$ cat src/rtl/run_ctrl_pkg.sv
// Shared state encoding and default widths for the run controller slice.
// Imported by run_ctrl and run_ctrl_mem_mux.
package run_ctrl_pkg;

  localparam int RC_DW    = 8;
  localparam int RC_AW    = 8;
  localparam int RC_CYC_W = 16;

  typedef enum logic [2:0] {
    IDLE    = 3'd0,
    LAUNCH  = 3'd1,
    RUN     = 3'd2,
    DONE    = 3'd3,
    TIMEOUT = 3'd4
  } run_state_t;

  // Plain-vector aliases so state registers stay legacy-compatible logic vectors.
  localparam logic [2:0] ST_IDLE    = 3'(IDLE);
  localparam logic [2:0] ST_LAUNCH  = 3'(LAUNCH);
  localparam logic [2:0] ST_RUN     = 3'(RUN);
  localparam logic [2:0] ST_DONE    = 3'(DONE);
  localparam logic [2:0] ST_TIMEOUT = 3'(TIMEOUT);

  function automatic logic host_owns(input logic [2:0] st);
    return (st == ST_IDLE) || (st == ST_DONE) || (st == ST_TIMEOUT);
  endfunction

endpackage

$ cat src/rtl/run_ctrl_mem_mux.sv
// Combinational selection of the data memory port between host and core,
// keyed on the run controller state.
module run_ctrl_mem_mux
  import run_ctrl_pkg::*;
#(
  parameter int DW = RC_DW,
  parameter int AW = RC_AW
) (
  input  logic [2:0]    state,
  input  logic          host_req,
  input  logic          host_we,
  input  logic          host_gnt,
  input  logic [AW-1:0] host_addr,
  input  logic [DW-1:0] host_wdata,
  input  logic          core_we,
  input  logic [AW-1:0] core_addr,
  input  logic [DW-1:0] core_wdata,
  output logic          mem_we,
  output logic [AW-1:0] mem_addr,
  output logic [DW-1:0] mem_wdata
);

  // Route the memory port to its owner; LAUNCH presents the core address but never writes.
  always_comb begin
    mem_we    = 1'b0;
    mem_addr  = host_addr;
    mem_wdata = host_wdata;
    case (state)
      ST_IDLE, ST_DONE, ST_TIMEOUT: begin
        mem_we    = host_req & host_we & host_gnt;
        mem_addr  = host_addr;
        mem_wdata = host_wdata;
      end
      ST_LAUNCH: begin
        mem_we    = 1'b0;
        mem_addr  = core_addr;
        mem_wdata = core_wdata;
      end
      ST_RUN: begin
        mem_we    = core_we;
        mem_addr  = core_addr;
        mem_wdata = core_wdata;
      end
      default: begin
        mem_we    = 1'b0;
        mem_addr  = host_addr;
        mem_wdata = host_wdata;
      end
    endcase
  end

endmodule

$ cat src/rtl/run_ctrl.sv
// Run sequencer: holds the core in reset while the host owns dat_mem, launches a run,
// and latches done/watchdog status. Optional core write counter under RUN_CTRL_WR_COUNT_EN.
module run_ctrl
  import run_ctrl_pkg::*;
#(
  parameter int               DW         = RC_DW,
  parameter int               AW         = RC_AW,
  parameter int               CYC_W      = RC_CYC_W,
  parameter logic [CYC_W-1:0] MAX_CYCLES = {CYC_W{1'b1}}
) (
  input  logic             clk,
  input  logic             reset_n,
  input  logic             start,
  input  logic             host_req,
  input  logic             host_we,
  input  logic [AW-1:0]    host_addr,
  input  logic [DW-1:0]    host_wdata,
  output logic             host_gnt,
  output logic             host_rvalid,
  output logic [DW-1:0]    host_rdata,
  output logic             core_reset,
  input  logic             core_done,
  input  logic             core_we,
  input  logic [AW-1:0]    core_addr,
  input  logic [DW-1:0]    core_wdata,
  output logic [DW-1:0]    core_rdata,
  output logic             mem_we,
  output logic [AW-1:0]    mem_addr,
  output logic [DW-1:0]    mem_wdata,
  input  logic [DW-1:0]    mem_rdata,
  output logic             busy,
  output logic             run_done,
  output logic             run_timeout,
  output logic [CYC_W-1:0] cycle_cnt
`ifdef RUN_CTRL_WR_COUNT_EN
  ,
  output logic [CYC_W-1:0] core_wr_cnt
`endif
);

  logic [2:0]       state_r;
  logic [2:0]       state_nxt_s;
  logic             core_reset_r;
  logic             busy_r;
  logic             run_done_r;
  logic             run_timeout_r;
  logic [CYC_W-1:0] cycle_cnt_r;
  logic             host_rvalid_r;
  logic [DW-1:0]    host_rdata_r;
  logic             host_owns_s;
  logic             host_gnt_s;
  logic             host_rd_s;
  logic             launch_s;
  logic             timeout_hit_s;
  logic             mem_we_s;

  assign host_owns_s   = host_owns(state_r);
  // start outranks a same-cycle host access so a launch never races a host write.
  assign host_gnt_s    = host_owns_s & host_req & ~start;
  assign host_rd_s     = host_gnt_s & ~host_we;
  assign launch_s      = host_owns_s & start;
  assign timeout_hit_s = (cycle_cnt_r == (MAX_CYCLES - CYC_W'(1)));

  // Next-state decode; core_done is checked before the watchdog so it wins a tie.
  always_comb begin
    state_nxt_s = state_r;
    case (state_r)
      ST_IDLE, ST_DONE, ST_TIMEOUT: begin
        if (start) state_nxt_s = ST_LAUNCH;
        else       state_nxt_s = state_r;
      end
      ST_LAUNCH: state_nxt_s = ST_RUN;
      ST_RUN: begin
        if (core_done)          state_nxt_s = ST_DONE;
        else if (timeout_hit_s) state_nxt_s = ST_TIMEOUT;
        else                    state_nxt_s = ST_RUN;
      end
      default: state_nxt_s = ST_IDLE;
    endcase
  end

  // State, registered status outputs and the saturating run cycle counter.
  always_ff @(posedge clk or negedge reset_n) begin
    if (!reset_n) begin
      state_r       <= ST_IDLE;
      core_reset_r  <= 1'b1;
      busy_r        <= 1'b0;
      run_done_r    <= 1'b0;
      run_timeout_r <= 1'b0;
      cycle_cnt_r   <= {CYC_W{1'b0}};
    end else begin
      state_r      <= state_nxt_s;
      core_reset_r <= (state_nxt_s != ST_RUN);
      busy_r       <= (state_nxt_s == ST_LAUNCH) || (state_nxt_s == ST_RUN);
      if (launch_s) begin
        run_done_r    <= 1'b0;
        run_timeout_r <= 1'b0;
        cycle_cnt_r   <= {CYC_W{1'b0}};
      end else if (state_r == ST_RUN) begin
        if (cycle_cnt_r != {CYC_W{1'b1}}) cycle_cnt_r <= cycle_cnt_r + CYC_W'(1);
        if (core_done)          run_done_r    <= 1'b1;
        else if (timeout_hit_s) run_timeout_r <= 1'b1;
      end
    end
  end

  // Host read port: capture data on a granted read, flag it valid for one cycle.
  always_ff @(posedge clk or negedge reset_n) begin
    if (!reset_n) begin
      host_rvalid_r <= 1'b0;
      host_rdata_r  <= {DW{1'b0}};
    end else begin
      host_rvalid_r <= host_rd_s;
      if (host_rd_s) host_rdata_r <= mem_rdata;
    end
  end

  run_ctrl_mem_mux #(
    .DW (DW),
    .AW (AW)
  ) u_mem_mux (
    .state      (state_r),
    .host_req   (host_req),
    .host_we    (host_we),
    .host_gnt   (host_gnt_s),
    .host_addr  (host_addr),
    .host_wdata (host_wdata),
    .core_we    (core_we),
    .core_addr  (core_addr),
    .core_wdata (core_wdata),
    .mem_we     (mem_we_s),
    .mem_addr   (mem_addr),
    .mem_wdata  (mem_wdata)
  );

`ifdef RUN_CTRL_WR_COUNT_EN
  logic [CYC_W-1:0] wr_cnt_r;

  // Count committed core writes during RUN, saturating; cleared on each launch.
  always_ff @(posedge clk or negedge reset_n) begin
    if (!reset_n) begin
      wr_cnt_r <= {CYC_W{1'b0}};
    end else if (launch_s) begin
      wr_cnt_r <= {CYC_W{1'b0}};
    end else if ((state_r == ST_RUN) && mem_we_s && (wr_cnt_r != {CYC_W{1'b1}})) begin
      wr_cnt_r <= wr_cnt_r + CYC_W'(1);
    end
  end

  assign core_wr_cnt = wr_cnt_r;
`else
  // Write counting is not built in this configuration.
`endif

  assign mem_we      = mem_we_s;
  assign host_gnt    = host_gnt_s;
  assign host_rvalid = host_rvalid_r;
  assign host_rdata  = host_rdata_r;
  assign core_reset  = core_reset_r;
  assign core_rdata  = mem_rdata;
  assign busy        = busy_r;
  assign run_done    = run_done_r;
  assign run_timeout = run_timeout_r;
  assign cycle_cnt   = cycle_cnt_r;

endmodule

$ cat config.mk
export PLATFORM = sky130hd
export DESIGN_NAME = run_ctrl
export DESIGN_NICKNAME = d
export VERILOG_FILES = /design/src/rtl/run_ctrl_pkg.sv /design/src/rtl/run_ctrl_mem_mux.sv /design/src/rtl/run_ctrl.sv
export SDC_FILE = /design/constraint.sdc
export NUM_CORES = 1
export LEC_CHECK = 0
export CAP_MARGIN = 20
export CORE_UTILIZATION = 25
export DETAILED_ROUTE_END_ITERATION = 12
export DONT_BUFFER_PORTS = 1
export PLACE_DENSITY = 0.44
export SLEW_MARGIN = 20
export SYNTH_ARGS = -nofsm -noshare
export SYNTH_HDL_FRONTEND = slang
export SYNTH_SLANG_ARGS = --single-unit
$ cat constraint.sdc
create_clock -name clk -period 2.78 [get_ports clk]
set_input_delay 0.834 -clock clk [delete_from_list [all_inputs] [get_ports clk]]
set_output_delay 0.834 -clock clk [all_outputs]
set_load 0.005 [all_outputs]
==> metrics.txt, run 1 <==
Critical Path End Type primary output; DR vias between 1k and 1.5k; crit share post-route 93.4%; CTS sink cnt 32; Initial DRC Count 78; Core Region 0.00741 mm2; Post-synth EDFFs 0; Avg Cell Area, Syn 10.7 um2; synth unique cells 45; R2R cell count 5; top cell type's share of synthesized area a little under 40%; Die Span X 90.4 um; fill count 786; I/O pin count between 100 and 150; unrepaired setup endpoints after global routing false; routed vias/inst 5.17; Die Ht ~90 um; Slew Limit Fails 0; Total Power 1.78 mW; Synth warnings 0; final hold vios 0; #FFs+latches synth 32; footprint of the multi-input gates approximately 1000 um2; Worst R2R End host_rdata[6]; CP max FO 10; clk_skew 0.00702 ns; initial core utilization 26.4%; most common cell after layout, fill and taps aside dfrtp_1; vias in the first global route 1355; mapped cell area 0.00195 mm2; Reg area between 800 and 900 um2; Setup crit start kind register; Post-Syn Nets 231; area leader, netlist dfrtp_1; WP data required between 1.5 and 2 ns; worst skew pair latency 0.28 ns; die area approximately 0.008 mm2; layout cells sized above 1 between 20% and 30%; # DRC 0; Static Leak 0.787 nW; crit path DAT 1.76 ns; final net count 225; row count 31; setup_tns 0 ns; IO buf count 0; first-pass GRT wire length 7380 um; MaxCap Viol Count 0; Final Setup Violations 0; Final ANT Viol Nets 0; flop-to-flop setup slack 0.52 ns; post-synthesis sequential area ratio 41.1%; Post-Syn Instances 182; Root Driver clkbuf_8; most frequent cells in the layout dfrtp_1, mux2_2, nand2_1; H-tree levels 2; Least-Margin Pin Slew approximately 0.80 ns; ys async rst share 100%; Synth area leaders dfrtp_1, mux2_2, buf_4; wire length per cell about 17 um; Ant. Diodes 0; crit path kind register to primary output; Hold Path Class input pin to async pin; clk buf depth 2; routability cong. between 0.7 and 0.8; most used flip-flop cell after synthesis dfrtp_1; GRT Resource Usage Total ~11%; Clock transition at path regs 0.07 ns; Rel. slew slack 46.3%; Area Growth Syn to Fin 6.09%; initial antenna violation count 0; total congestion overflow 0; TritonCTS buffer count 5; Post-DP HPWL 3450 um; worst r2r src state_r[2]; Routed Wire Length 4660 um; Final Critical Period about 2.6 ns; Pwr Density approximately 860 mW/mm2; FMAX between 300 and 400 MHz; Max rail drop VDD 0.261 mV; status complete, no violations; CTS tree yes; largest net degree at the start of global routing 33; DR pass1 iterations 4
through the flow:
stage               util (%)  hold slack (ns)  area [um2]  worst slack [ns]  instances
floorplan                  -            0.489        1950             0.254        182
global placement        26.7            0.521        1980             0.437        268
detailed placement      26.7            0.528        1980             0.428        268
CTS                     28.0            0.223        2070             0.114        276
global route            28.0            0.217        2070            0.0603        276
finish                  28.0            0.241        2070             0.185        276
registers in the layout, summed over array words and instances, names as in the netlist:
name         count
run_timeout      1
host_rvalid      1
busy             1
state_r          3
host_rdata       8
core_reset       1
run_done         1
cycle_cnt       16
final cells by class:
class	count	share of cell area, %
inverters	8	1.45
flip-flops and latches	32	38.8
well taps	99	5.98
repair buffers	3	1.09
clock buffers	6	3.99
multi-input cells	126	48.2
clock inverters	2	0.483
what timing repair did:
action	4_1_cts	5_1_grt
endpoints found under the setup margin	0	8
hold buffers	0	0
buffers inserted	0	0
endpoints found under the hold margin	0	0
gates resized for setup	0	1
synth_stat cells, types with 2 or more instances:
library cell / instances
dfrtp_1: 31
mux2_2: 24
buf_4: 10
nand2_1: 10
a21oi_1: 9
inv_1: 8
nand3_1: 7
o31ai_1: 7
nand4_1: 6
nor2_1: 6
o21ai_0: 6
mux2i_1: 4
nor3_1: 4
or4_1: 4
buf_6: 3
nor2b_1: 3
a211oi_2: 2
a22o_1: 2
a31oi_1: 2
clkbuf_1: 2
ha_1: 2
nand2b_1: 2
nor4_4: 2
o211ai_1: 2
o22ai_1: 2
o311ai_0: 2
o41ai_1: 2
worst max-delay path, stage by stage (launching register included):
cell and delay [ns]:
dfrtp_1 0.49, nand2b_2 0.29, a2111oi_4 0.48, a22o_1 0.22
report_power, final:
| part | total, mW | switching [mW] | internal (mW) |
|---|---|---|---|
| Clock | 0.369 | 0.172 | 0.197 |
| Combinational | 0.675 | 0.344 | 0.330 |
| Sequential | 0.733 | 0.143 | 0.590 |
per-layer routing:
| layer | share of wire, % | GRT usage [%] | up-vias |
|---|---|---|---|
| met5 | 0 | 0 | - |
| met4 | 0.88 | 4.44 | 0 |
| met3 | 6.9 | 4.12 | 4 |
| met2 | 47 | 16.8 | 55 |
| met1 | 45 | 15.2 | 696 |
| li1 | - | - | 673 |
how the worst max path moves through the flow:
stage | startpoint | end | depth (start not counted)
6_report | state_r[2] | mem_we | 3
5_1_grt | state_r[1] | mem_addr[3] | 4
4_1_cts | state_r[1] | mem_addr[3] | 4
3_5_place_dp | state_r[1] | mem_addr[3] | 4
3_3_place_gp | state_r[1] | mem_addr[3] | 4
2_1_floorplan | state_r[1] | mem_addr[4] | 5
cells by family after synthesis:
logic type,Yosys count,share of synthesized area (%)
flops,32,41.1
compound gates,41,15.7
simple gates,55,18.3
fa+ha+maj,2,1.28
buf+inv,24,7.75
mux,28,15.9
No activity file was read; power rests on OpenSTA's default activity.
==> run 2: changes to the inputs <==
Settings changed: TNS_END_PERCENT set to 50.
==> results of run 2 <==
Same layout as run 1: the final DEF is identical, and so are final timing and power.
==> run 3: changes to the inputs <==
Settings changed: CORE_ASPECT_RATIO set to 0.7.
==> metrics.txt, run 3 (synthesis results as in run 1) <==
Ant. Diodes 0 (unchanged); PostCTS Resize Cnt 0 (unchanged); Max rail drop VDD 0.322 mV (+23%); P_sw 676 uW (+2.5%); Die Span X 108 um (+19%); hold slack 0.228 ns (-0.0135 ns); IO buf count 0 (unchanged); status complete, no violations; Root Driver clkbuf_8; DP Area 0.00198 mm2 (+0.32%); Reg power frac 40.8% (-0.5 points); Cells after DPL 268 (unchanged); Int Pwr 1.12 mW (about the same); Routed Wire Length 4800 um (+3.1%); GRT Resource Usage Total 11.6% (+0.15 points); Initial DRC Count 63 (-19%); layout cells sized above 1 25.3% (-0.14 points); clk_skew 0.00744 ns (+0.000423 ns); max reg flops 16 (unchanged); Static Leak 0.786 nW (-0.14%); CP max FO 16 (+6); Critical Path End Type primary output; routability cong. 0.753 (-3.1%); Least-Margin Pin Slew 0.627 ns (-0.177 ns); WP data required 1.95 ns (about the same); fin util 28.1% (+0.10 points); FMAX 382 MHz (-0.87%); vias in the first global route 1308 (-3.5%); Comb pwr share 37.3% (-0.7 points); hold buffers post-CTS 0 (unchanged); Clock transition at path regs 0.08 ns (about the same); # Post-CTS Setup Buffers 0 (unchanged); switching share of power 37.7% (+0.59 points); total congestion overflow 0 (unchanged); Final Critical Period 2.62 ns (+0.0227 ns); largest net degree at the start of global routing 33 (unchanged); unrepaired setup endpoints after global routing false; crit share post-route 94.2% (+0.82 points); routed vias/inst 5.13 (-0.84%); clk buf depth 2 (unchanged); design area 0.00208 mm2 (+0.48%); Setup crit start kind register; crit path DAT 1.78 ns (+0.02 ns); DR vias 1416 (-0.84%); die area 0.00818 mm2 (about the same); Post-DP HPWL 3540 um (+2.5%); fill count 783 (-0.38%); Die Ht 76.0 um (-16%); worst skew pair latency 0.29 ns (about the same); Pwr Density 861 mW/mm2 (+0.40%); TritonCTS buffer count 5 (unchanged); final hold vios 0 (unchanged); wire length per cell 17.4 um (+3.1%); initial core utilization 26.3% (-0.031 points); I/O pin count 102 (unchanged); most common cell after layout, fill and taps aside dfrtp_1; CTS tree yes; first-pass GRT wire length 7250 um (-1.9%); CTS sink cnt 32 (unchanged); Area Growth Syn to Fin 6.60%; Layout Cells excl Fill 276 (unchanged); Rel. slew slack 57.8% (+12 points); Hold Path Class input pin to async pin; crit path kind register to primary output; DR pass1 iterations 4 (unchanged); row count 26 (-16%); H-tree levels 2 (unchanged); # DRC 0 (unchanged); Clk pwr share 22.0% (+1.2 points); Slew Limit Fails 0 (unchanged); Final Setup Violations 0 (unchanged); MaxCap Viol Count 0 (unchanged); most frequent cells in the layout dfrtp_1, mux2_2, nand2_1; Final ANT Viol Nets 0 (unchanged); initial antenna violation count 0 (unchanged); Core Region 0.00742 mm2 (+0.12%); final net count 226 (+0.44%); setup_tns 0 ns (unchanged)
## run 3: worst paths after layout
kind                                    start             to  slack, ns  cells past startpoint
worst max-delay path               state_r[1]   mem_wdata[5]       0.16                      4
worst min-delay path                  reset_n   cycle_cnt[0]       0.23                      0
worst max register to register     state_r[1]  cycle_cnt[12]       0.73                      4
worst min register to register  host_rdata[5]  host_rdata[5]       0.53                      1
max in group asynchronous             reset_n     core_reset       2.37                      0
min in group clk                host_rdata[5]  host_rdata[5]       0.53                      1
## run 3: layout make-up
type	instances	area [um2]	share of cell area (%)
multi-input combinational	126	1000	48.0
sequential	32	802	38.5
tap	98	123	5.89
clock buffer	6	82.6	3.97
timing repair buffer	4	30.0	1.44
inverter	8	30.0	1.44
clock inverter	2	15.0	0.721
## run 3: through the flow
step,power [mW],worst slack [ns]
2_1_floorplan,1.31,0.254
3_3_place_gp,1.40,0.474
3_5_place_dp,1.42,0.451
4_1_cts,1.82,0.133
5_1_grt,1.91,0.0638
6_report,1.79,0.162
## run 3: power by group through the flow
stage	clock (mW)	sequential (mW)	combinational [mW]
6_report	0.394	0.731	0.668
5_1_grt	0.428	0.755	0.727
4_1_cts	0.410	0.737	0.673
3_5_place_dp	0	0.747	0.671
3_3_place_gp	0	0.740	0.662
2_1_floorplan	0	0.675	0.637
## run 3: per-layer routing
metal  GRT usage (%)  part of all wire, %  up-vias  wire length, um
met2            14.8                   39       50             1890
li1                -                    -      673                -
met3            4.65                  7.8        6              377
met1            17.2                   52      687             2490
met5               0                    0        -                0
met4            3.70                  1.0        0               48
## run 3: worst max-delay path, cell delays in order, from the launching register on
cell and delay [ns]:
dfrtp_1 0.50, nand2b_1 0.23, a21oi_1 0.15, buf_4 0.24, mux2_2 0.38
